`src/rtl/dl_pkg.sv`:
```
// dl_pkg: shared constants and types for the ROM download router
package dl_pkg;
    localparam logic [1:0] DL_LINEAR  = 2'd0;
    localparam logic [1:0] DL_IL2     = 2'd1;
    localparam logic [1:0] DL_IL4     = 2'd2;
    localparam logic [1:0] DL_DISCARD = 2'd3;
    localparam int DL_AW = 25;
    typedef enum logic [1:0] {
        ST_IDLE     = 2'd0,
        ST_DECODE   = 2'd1,
        ST_WAIT_ACK = 2'd2
    } dl_state_e;
    typedef struct packed {
        logic [DL_AW-1:0] base;
        logic [1:0]       mode;
        logic [4:0]       lg2;
        logic [1:0]       port;
    } dl_region_t;
endpackage

```
`src/rtl/dl_swizzle.sv`:
```
// dl_swizzle: rewrites a region offset so interleaved chunks land on adjacent bytes
module dl_swizzle
    import dl_pkg::*;
(
    input  logic [DL_AW-1:0] off_i,
    input  logic [1:0]       mode_i,
    input  logic [4:0]       lg2_i,
    output logic [DL_AW-1:0] sw_o
);
    logic [DL_AW-1:0] m1, m2, m4, lo, sh;
    // Move the chunk-select bit(s) at lg2 to the bottom, shifting the in-chunk bits up
    always_comb begin
        m1 = (DL_AW'(1) << lg2_i) - DL_AW'(1);
        m2 = (m1 << 1) | DL_AW'(1);
        m4 = (m1 << 2) | DL_AW'(3);
        lo = off_i & m1;
        sh = off_i >> lg2_i;
        sw_o = mode_i == DL_IL2 ? (off_i & ~m2) | (lo << 1) | (sh & DL_AW'(1)) :
               mode_i == DL_IL4 ? (off_i & ~m4) | (lo << 2) | (sh & DL_AW'(3)) : off_i;
    end
endmodule

```
`src/rtl/rom_dl_router.sv`:
```
// rom_dl_router: routes ioctl download bytes to SDRAM ports and generates core reset
module rom_dl_router
    import dl_pkg::*;
#(
    parameter int NREGIONS    = 4,
    parameter int NPORTS      = 2,
    parameter int SDRAM_AW    = 24,
    parameter int ACK_TIMEOUT = 1023,
    parameter int RST_HOLD    = 65535
) (
    input  logic                    clk_sys,
    input  logic                    reset_n,
    input  logic                    ioctl_downl,
    input  logic                    ioctl_wr,
    input  logic [24:0]             ioctl_addr,
    input  logic [7:0]              ioctl_dout,
    output logic                    ioctl_ack,
    input  logic [NREGIONS*25-1:0]  region_base,
    input  logic [NREGIONS*2-1:0]   region_mode,
    input  logic [NREGIONS*5-1:0]   region_lg2,
    input  logic [NREGIONS*2-1:0]   region_port,
    output logic [NPORTS-1:0]       port_req,
    input  logic [NPORTS-1:0]       port_ack,
    output logic [SDRAM_AW-1:0]     port_a,
    output logic [1:0]              port_ds,
    output logic [15:0]             port_d,
    input  logic                    user_reset,
    output logic                    rom_loaded,
    output logic                    core_reset,
    output logic                    err_overrun,
    output logic                    err_timeout
);
    localparam int TW = $clog2(ACK_TIMEOUT + 1);
    localparam int RW = $clog2(RST_HOLD + 1);
    dl_state_e state_q, state_d;
    logic [DL_AW-1:0] addr_q, addr_d;
    logic [7:0] dout_q, dout_d;
    logic [3:0] req_q, req_d, ack_ext;
    logic [1:0] pidx_q, pidx_d;
    logic [TW-1:0] tcnt_q, tcnt_d;
    logic [SDRAM_AW-1:0] a_q, a_d, pa;
    logic [1:0] ds_q, ds_d;
    logic [15:0] d_q, d_d;
    logic [RW-1:0] rcnt_q, rcnt_d;
    logic wr_q, downl_q, ack_q, ack_d, issued_q, issued_d, loaded_q, loaded_d;
    logic core_q, core_d, ovr_q, ovr_d, tmo_q, tmo_d;
    logic rise, fall, below, discard, acked;
    dl_region_t sel;
    logic [DL_AW-1:0] off, sw;
    // Highest region whose base does not exceed the latched address wins
    always_comb begin
        sel = '{base: region_base[DL_AW-1:0], mode: region_mode[1:0], lg2: region_lg2[4:0], port: region_port[1:0]};
        for (int i = 1; i < NREGIONS; i++)
            if (region_base[i*DL_AW +: DL_AW] <= addr_q)
                sel = '{base: region_base[i*DL_AW +: DL_AW], mode: region_mode[i*2 +: 2], lg2: region_lg2[i*5 +: 5], port: region_port[i*2 +: 2]};
    end
    // Pad acks to four bits so any 2-bit port index stays in range
    always_comb begin
        ack_ext = '0;
        ack_ext[NPORTS-1:0] = port_ack;
    end
    dl_swizzle u_swizzle (.off_i(off), .mode_i(sel.mode), .lg2_i(sel.lg2), .sw_o(sw));
    assign off = addr_q - sel.base;
    assign pa = SDRAM_AW'(sel.base + sw);
    assign below = addr_q < region_base[DL_AW-1:0];
    assign discard = below || sel.mode == DL_DISCARD;
    assign acked = req_q[pidx_q] == ack_ext[pidx_q];
    assign rise = ioctl_wr & ~wr_q;
    assign fall = downl_q & ~ioctl_downl;
    // Byte FSM, sticky errors, rom_loaded tracking and delayed core reset
    always_comb begin
        state_d = state_q;
        addr_d = addr_q;
        dout_d = dout_q;
        req_d = req_q;
        pidx_d = pidx_q;
        tcnt_d = tcnt_q;
        a_d = a_q;
        ds_d = ds_q;
        d_d = d_q;
        ack_d = 1'b0;
        issued_d = issued_q;
        ovr_d = ovr_q | (rise & (state_q != ST_IDLE));
        tmo_d = tmo_q;
        case (state_q)
            ST_IDLE: if (rise && ioctl_downl) begin
                addr_d = ioctl_addr;
                dout_d = ioctl_dout;
                state_d = ST_DECODE;
            end
            ST_DECODE: begin
                state_d = discard ? ST_IDLE : ST_WAIT_ACK;
                ack_d = discard;
                if (!discard) begin
                    req_d[sel.port] = ~req_q[sel.port];
                    pidx_d = sel.port;
                    a_d = pa;
                    ds_d = {pa[0], ~pa[0]};
                    d_d = {dout_q, dout_q};
                    tcnt_d = '0;
                    issued_d = 1'b1;
                end
            end
            ST_WAIT_ACK: begin
                tcnt_d = tcnt_q + TW'(1);
                if (acked || tcnt_q == TW'(ACK_TIMEOUT)) begin
                    state_d = ST_IDLE;
                    ack_d = 1'b1;
                    tmo_d = tmo_q | ~acked;
                    req_d[pidx_q] = ack_ext[pidx_q];
                end
            end
            default: state_d = ST_IDLE;
        endcase
        loaded_d = loaded_q | (fall & issued_d);
        issued_d = issued_d & ~fall;
        rcnt_d = (user_reset || !loaded_q) ? RW'(RST_HOLD) : rcnt_q - RW'(rcnt_q != '0);
        core_d = user_reset | ioctl_downl | ~loaded_q | (rcnt_q == RW'(1));
    end
    // State registers, cleared synchronously by reset_n
    always_ff @(posedge clk_sys) begin
        if (!reset_n) begin
            state_q <= ST_IDLE;
            addr_q <= '0;
            dout_q <= '0;
            req_q <= '0;
            pidx_q <= '0;
            tcnt_q <= '0;
            a_q <= '0;
            ds_q <= '0;
            d_q <= '0;
            rcnt_q <= '0;
            wr_q <= 1'b0;
            downl_q <= 1'b0;
            ack_q <= 1'b0;
            issued_q <= 1'b0;
            loaded_q <= 1'b0;
            core_q <= 1'b1;
            ovr_q <= 1'b0;
            tmo_q <= 1'b0;
        end else begin
            state_q <= state_d;
            addr_q <= addr_d;
            dout_q <= dout_d;
            req_q <= req_d;
            pidx_q <= pidx_d;
            tcnt_q <= tcnt_d;
            a_q <= a_d;
            ds_q <= ds_d;
            d_q <= d_d;
            rcnt_q <= rcnt_d;
            wr_q <= ioctl_wr;
            downl_q <= ioctl_downl;
            ack_q <= ack_d;
            issued_q <= issued_d;
            loaded_q <= loaded_d;
            core_q <= core_d;
            ovr_q <= ovr_d;
            tmo_q <= tmo_d;
        end
    end
    assign ioctl_ack = ack_q;
    assign port_req = req_q[NPORTS-1:0];
    assign port_a = a_q;
    assign port_ds = ds_q;
    assign port_d = d_q;
    assign rom_loaded = loaded_q;
    assign core_reset = core_q;
    assign err_overrun = ovr_q;
    assign err_timeout = tmo_q;
endmodule

```
`config.mk`:
```
export PLATFORM = sky130hd
export DESIGN_NAME = rom_dl_router
export DESIGN_NICKNAME = d
export VERILOG_FILES = /design/src/rtl/dl_pkg.sv /design/src/rtl/dl_swizzle.sv /design/src/rtl/rom_dl_router.sv
export SDC_FILE = /design/constraint.sdc
export NUM_CORES = 1
export LEC_CHECK = 0
export ABC_AREA = 1
export CORE_ASPECT_RATIO = 1.25
export CORE_MARGIN = 4
export CORE_UTILIZATION = 45
export DETAILED_ROUTE_END_ITERATION = 10
export GPL_ROUTABILITY_DRIVEN = 0
export GPL_TIMING_DRIVEN = 0
export PLACE_DENSITY = 0.8
export SLEW_MARGIN = 20
export SYNTH_ARGS = -nofsm -noshare
export SYNTH_HDL_FRONTEND = slang
export SYNTH_SLANG_ARGS = --single-unit
```
`constraint.sdc`:
```
create_clock -name clk_sys -period 14.34 [get_ports clk_sys]
set_input_delay 2.868 -clock clk_sys [delete_from_list [all_inputs] [get_ports clk_sys]]
set_output_delay 2.868 -clock clk_sys [all_outputs]
set_load 0.005 [all_outputs]
```
# Word-level counts from Yosys, hierarchy flattened
# Index checks and enable logic that the tools add are counted.
# totals
regBits	117
in_bits	176
output_inout_bits	49
wordCells	120
# op_classes
addsub	5
n_lt_le_gt_ge	8
n_eq_ne	11
shift	2
mux	31
bitwise	28
reduce_logical	17
# ops
cell	n
2-to-1 mux 34 bit	3
less-or-equal comparator 25 bit	3
AND 24 bit	2
2-to-1 mux 24 bit	2
NOT 24 bit	2
bitwise OR 24 bit	2
less-than comparator 25 bit	1
right shift 25 x 5 -> 2 bit	1
subtractor 25 bit	1
adder 24 bit	1
bitwise OR 24 x 1 -> 24 bit	1
bitwise OR 24 x 2 -> 24 bit	1
AND 23 bit	1
<< shifter 1 x 5 -> 23 bit, first input constant	1
subtractor 23 x 2 -> 23 bit, second input constant	1
one-hot mux 10 bit (2 select lines)	1
equality test 16 x 1 -> 1 bit, second input constant	1
2-to-1 mux 16 bit	1
nonzero test 16 bit	1
subtractor 16 x 1 -> 16 bit	1
adder 10 x 1 -> 10 bit, second input constant	1
equality test 10 bit, second input constant	1
2-to-1 mux 10 bit	1
AND reduction 2 bit	5
other kinds (24)	66

# Longest topological paths before layout
# Gate-level depths: netlist of run 1.
# logic_depth
word_depth	14
ltp_mapped	58

# Modules after synthesis
# A second synthesis of run 1 with hierarchy kept.
# unflattened
hier_cells	1934
area_unflattened_um2	12130.4
# modules_own_cells
mod	n_inst	cells_each	area_per_inst_um2	seq_area_each_um2
rom_dl_router	1	1550	10223.6	2162.1
dl_swizzle	1	384	1906.8	0.0

# Worst setup path before layout of run 1
# No wires, ideal clock.
# synth_path
path_type	input port to flip-flop
start	input port region_base[66]
end	register a_q[22] (netlist: port_a[22])
setup_ns	0.109
arrival_ns	8.265
setup_slack_ns	5.966
path_stages	50
path_cell_list	ha_1 > nand2_1 > nor2_1 > nand2_1 > nor3_2 > nand2_1 > nand3_2 > nand2_4 > inv_4 > buf_6 > buf_4 > clkbuf_1 > clkbuf_1 > o211ai_1 > nand2_1 > inv_1 > ha_1 > inv_1 > [14 not listed] > o21ai_1 > nand2_1 > a21oi_1 > nand2_1 > nand2_1 > ha_1 > inv_1 > fa_1 > nor2_1 > o21ai_2 > inv_2 > nand3_1 > nand2_1 > nand3_1 > nand4_1 > nand3_1 > nand2_1 > inv_1
# synth_between
elab_chain_len	12
word_cells_on_any_way	25
# synth_rtl
item	line_no	text
from (decl)	rom_dl_router.sv:18	input logic [NREGIONS*25-1:0] region_base,
less-or-equal comparator 25 bit	rom_dl_router.sv:54	if (region_base[i*DL_AW +: DL_AW] <= addr_q)
2-to-1 mux 34 bit (*) (2 in a row)	rom_dl_router.sv:54	
branches (longest 9 deep; another with subtractor 25 bit)	--	
to (signal assigned)	rom_dl_router.sv:129	a_q <= '0;
to (signal assigned)	rom_dl_router.sv:148	a_q <= a_d;
to (decl)	rom_dl_router.sv:41	logic [SDRAM_AW-1:0] a_q, a_d, pa;
# Every way passes the cells marked *.
# A chain may end at the register's enable or synchronous reset.

# Final worst setup path of run 1
# layout_path
start	input port region_base[58]
end	register a_q[22] (netlist: port_a[22])
# Same word-level chain as after synthesis.

==> summary.txt, run 1 <==
Outcome
  • Result of the run: finished, final reports clean

Place
  • Post-detailed-placement half-perimeter wirelength: 40,600 um
  • Worst slack, placed: 3.75 ns
  • Cell Count Post-Placement: 2,826
  • IO buf count: 224

Power
  • Largest vdd supply drop: 0.0931 mV
  • Total leakage power: 8.01 nW
  • Power per cell area: 185 nW/um^2
  • Total power draw: 0.00304 W

STA
  • Total of endpoints with negative setup slack in the final report: 0
  • Peak Freq: 95.4 MHz
  • Minimum clock period: 10.48 ns
  • Share of the cycle needed by the critical path after routing: 73.1%
  • Slew at the pin closest to its max-slew limit: 0.819 ns
  • Slew headroom: 45.2%
  • Final Hold Vio Count: 0
  • Max-slew violation total from the final report: 0
  • Fin worst setup slack: 3.86 ns
  • Largest clock skew in the final design: 0.0227 ns
  • Total Negative Setup Slacks: 0 ns
  • RSZ-0062 raised after global routing: no

Setup path
  • Max stage delay cell, worst path: sky130_fd_sc_hd__fa_1
  • Startpoint of the most critical register-to-register path: addr_q[8]$_SDFFE_PN0P_
  • Crit path arrival time: 10.74 ns
  • Capturing element of the worst setup path: port_a[22]$_SDFFE_PN0P_
  • Peak per-stage delay on the critical path: 0.45 ns
  • Startpoint of the worst setup timing path: region_base[58]
  • Critical path peak fanout: 10
  • Critical Path Start Type: input port
  • Worst r2r path cells: 46
  • Slack of the worst reg-to-reg path: 6.16 ns
  • Type of element capturing the critical path: flop
  • Required time reported for the critical path endpoint: 14.61 ns
  • Type of the worst setup path: in -> reg
  • Endpoint of the worst register-to-register path: port_a[22]$_SDFFE_PN0P_

Drt
  • Via Count: 15,883
  • Total length of routed wires: 48,600 um
  • Post-route DRC violation count: 0
  • Detailed router's first-iteration violation count: 1,333
  • Final ANT Viol Nets: 0
  • Via-per-instance ratio: 5.59
  • DRT Pass-1 Iters: 6
  • Wirelength per Cell: 17.1 um

Clock tree
  • Hold bufs inserted after CTS: 0
  • Clock root cell: sky130_fd_sc_hd__clkbuf_16
  • Latest clock arrival within the worst-skew pair: 0.38 ns
  • Bufs on Longest Clock Path: 2
  • Number of gates given a new drive strength after cts: 0
  • Clock sinks: 108
  • Num CTS Buffers: 9
  • Clock transition at the register clock pins on the worst setup and hold paths after CTS: 0.07 ns
  • Post-CTS setup buffer count: 0
  • Clock tree from TritonCTS: done
  • Number of levels in the clock H-tree: 3

GRT
  • Number of global-route vias before repair: 15,675
  • Gr usage total: 29.1%
  • Pin count of the biggest net entering global routing: 19
  • Congestion Overflow GR: 0
  • Wire length of the first global-routing pass: 77,400 um
  • Antenna violations before repair: 0

Synthesis
  • Fraction of post-synthesis cell area in the top cell type by area: 16.2%
  • Cell Area, Synth: 13,400 sq um
  • Post-synth EDFFs: 0
  • Cell variety after synth: 62
  • Yosys warns: 0
  • Portion of the post-synthesis area used by sequential elements: 16.2%
  • Gate Count Post-Synth: 2,206
  • Async set-or-reset flop fraction in the synthesized netlist: 0%
  • Post-synthesis cell type with the largest combined area: sky130_fd_sc_hd__dfxtp_1
  • Number of register bits inferred by synthesis: 108
  • Number of nets in the synthesized netlist: 2,523
  • Prevailing post-synth register cell: sky130_fd_sc_hd__dfxtp_1
  • Post-synthesis area per instance: 6.07 sq um
  • Most area-consuming cells after synthesis: sky130_fd_sc_hd__dfxtp_1 (16%), sky130_fd_sc_hd__nand2_1 (16%), sky130_fd_sc_hd__ha_1 (13%)

Die
  • Die width: 162 um
  • Die area: 32,600 sq um
  • Total I/O pin count: 225
  • Initial Util: 45.6%
  • Std cell rows: 70
  • Die H: 201 um
  • Core Region: 29,300 sq um

Cells and area
  • Most frequent standard cell in the layout excluding fill and tap cells: sky130_fd_sc_hd__nand2_1
  • Synthesis-to-layout area growth: 23.0%
  • Post-layout nets: 2,758
  • Number of fill cells in the layout: 2,830
  • Antenna diodes: 0
  • Non-filler cells in the finished layout: 2,842
  • Share of layout cells above drive strength 1: 8.50%
  • Most frequent cells in the layout: sky130_fd_sc_hd__nand2_1 (556), sky130_fd_sc_hd__inv_1 (311), sky130_fd_sc_hd__clkdlybuf4s50_1 (224)

Worst hold path
  • Instance count along the most critical hold path: 1
  • HP Class: reg -> reg

Flow run
  • Number of violations of the max-capacitance limit: 0
## through the flow
stage	util [%]	instance area (sq um)	hold WS (ns)
3_3_place_gp	54.9	16100	0.414
4_1_cts	56.1	16500	0.450
6_report	56.1	16500	0.453
3_5_place_dp	54.9	16100	0.439
5_1_grt	56.1	16500	0.468
2_1_floorplan	-	13400	0.404
## routing by layer
metal,track usage (%),wire [um],vias to the layer above
met4,19.2,3640,0
met5,0,0,-
met3,4.46,3970,210
met2,49.0,22400,830
met1,34.0,18600,7135
li1,-,-,7708
## area by class of cell
type,count,area (sq um),area share (%)
Multi-Input combinational cell,1696,9610,58.4
Timing Repair Buffer,224,2240,13.6
Sequential cell,108,2160,13.1
Inverter,336,1260,7.68
Tap cell,396,495,3.01
Buffer,66,345,2.10
Clock buffer,10,239,1.45
Clock inverter,6,96.3,0.585
## flip-flops by register name, indices dropped and copies added (netlist names)
name,flops
rom_loaded,1
tcnt_q,10
err_overrun,1
downl_q,1
issued_q,1
pidx_q,2
state_q,2
core_reset,1
ioctl_ack,1
dout_q,8
addr_q,25
req_q,4
wr_q,1
port_d,8
err_timeout,1
rcnt_q,16
port_ds,1
port_a,24
## Yosys cell counts, types with 30 or more instances
| library cell | instances |
|---|---|
| sky130_fd_sc_hd__nand3_1 | 149 |
| sky130_fd_sc_hd__dfxtp_1 | 108 |
| sky130_fd_sc_hd__nand4_1 | 41 |
| sky130_fd_sc_hd__nand2_1 | 556 |
| sky130_fd_sc_hd__o21ai_0 | 112 |
| sky130_fd_sc_hd__nand2_2 | 54 |
| sky130_fd_sc_hd__a21oi_1 | 169 |
| sky130_fd_sc_hd__nor2_1 | 184 |
| sky130_fd_sc_hd__inv_1 | 311 |
| sky130_fd_sc_hd__o211ai_1 | 30 |
| sky130_fd_sc_hd__clkbuf_1 | 40 |
| sky130_fd_sc_hd__ha_1 | 139 |
## worst max-delay path: cells and delay by family
kind,cells,cell delay (ns)
xor gates and xnor gates,1,0.40
buffers and inverters,11,2.14
and+or+nand+nor,24,2.64
adders and majority gates,5,1.49
AOI/OAI and AO/OA,5,1.16
## logic make-up (layout without fill, tap and decap cells)
family          Yosys count  in the layout  share of synthesized area, %
compound gates          436            436                          19.4
xor+xnor                 24             24                          1.57
fa+ha+maj               141            141                          13.3
buf+inv                 402            642                          12.0
flops                   108            108                          16.2
mux                       2              2                         0.150
simple gates           1093           1093                          37.4
## where the power goes
| group | switching [W] | leakage (nW) | internal (W) |
|---|---|---|---|
| sequential | 0.0000272 | 0.882 | 0.000330 |
| clock | 0.000131 | 0.161 | 0.000160 |
| combinational | 0.00160 | 6.96 | 0.000795 |
## worst min-delay path by stage
| stage | endpoint | slack, ns | startpoint |
|---|---|---|---|
| after detailed placement | issued_q$_SDFF_PN0_ | 0.44 | downl_q$_SDFF_PN0_ |
| after CTS | issued_q$_SDFF_PN0_ | 0.45 | downl_q$_SDFF_PN0_ |
| after floorplan | issued_q$_SDFF_PN0_ | 0.40 | downl_q$_SDFF_PN0_ |
| after global routing | issued_q$_SDFF_PN0_ | 0.47 | downl_q$_SDFF_PN0_ |
| after global placement | issued_q$_SDFF_PN0_ | 0.41 | downl_q$_SDFF_PN0_ |
| final | issued_q$_SDFF_PN0_ | 0.45 | downl_q$_SDFF_PN0_ |
Power figures use the tool's default switching activity.
==> run 2, diff against run 1 <==
==> constraint.sdc (replaced) <==
create_clock -name clk_sys -period 10.9 [get_ports clk_sys]
set_input_delay 2.18 -clock clk_sys [delete_from_list [all_inputs] [get_ports clk_sys]]
set_output_delay 2.18 -clock clk_sys [all_outputs]
set_load 0.005 [all_outputs]
==> results of run 2 <==
Same layout as run 1 (identical final DEF). Status: finished, final reports clean.
Among the figures that moved: setup slack after placement 3.75 ns -> 0.995 ns; setup slack after layout 3.86 ns -> 1.11 ns; register-to-register setup slack 6.16 ns -> 2.72 ns; total power 0.00304 W -> 0.00401 W; worst IR drop on VDD 0.0931 mV -> 0.122 mV
==> run 3, diff against run 2 <==
--- a/config.mk
+++ b/config.mk
@@ -6,6 +6,8 @@
 export NUM_CORES = 1
 export LEC_CHECK = 0
 export ABC_AREA = 1
+export ABC_CLOCK_PERIOD_IN_PS = 10900
+export CAP_MARGIN = 20
 export CORE_ASPECT_RATIO = 1.25
 export CORE_MARGIN = 4
 export CORE_UTILIZATION = 45
==> results of run 3 <==
Same layout as run 1 (identical final DEF). Status: finished, final reports clean.
Among the figures that moved: setup slack after placement 3.75 ns -> 0.995 ns; setup slack after layout 3.86 ns -> 1.11 ns; register-to-register setup slack 6.16 ns -> 2.72 ns; total power 0.00304 W -> 0.00401 W; worst IR drop on VDD 0.0931 mV -> 0.122 mV
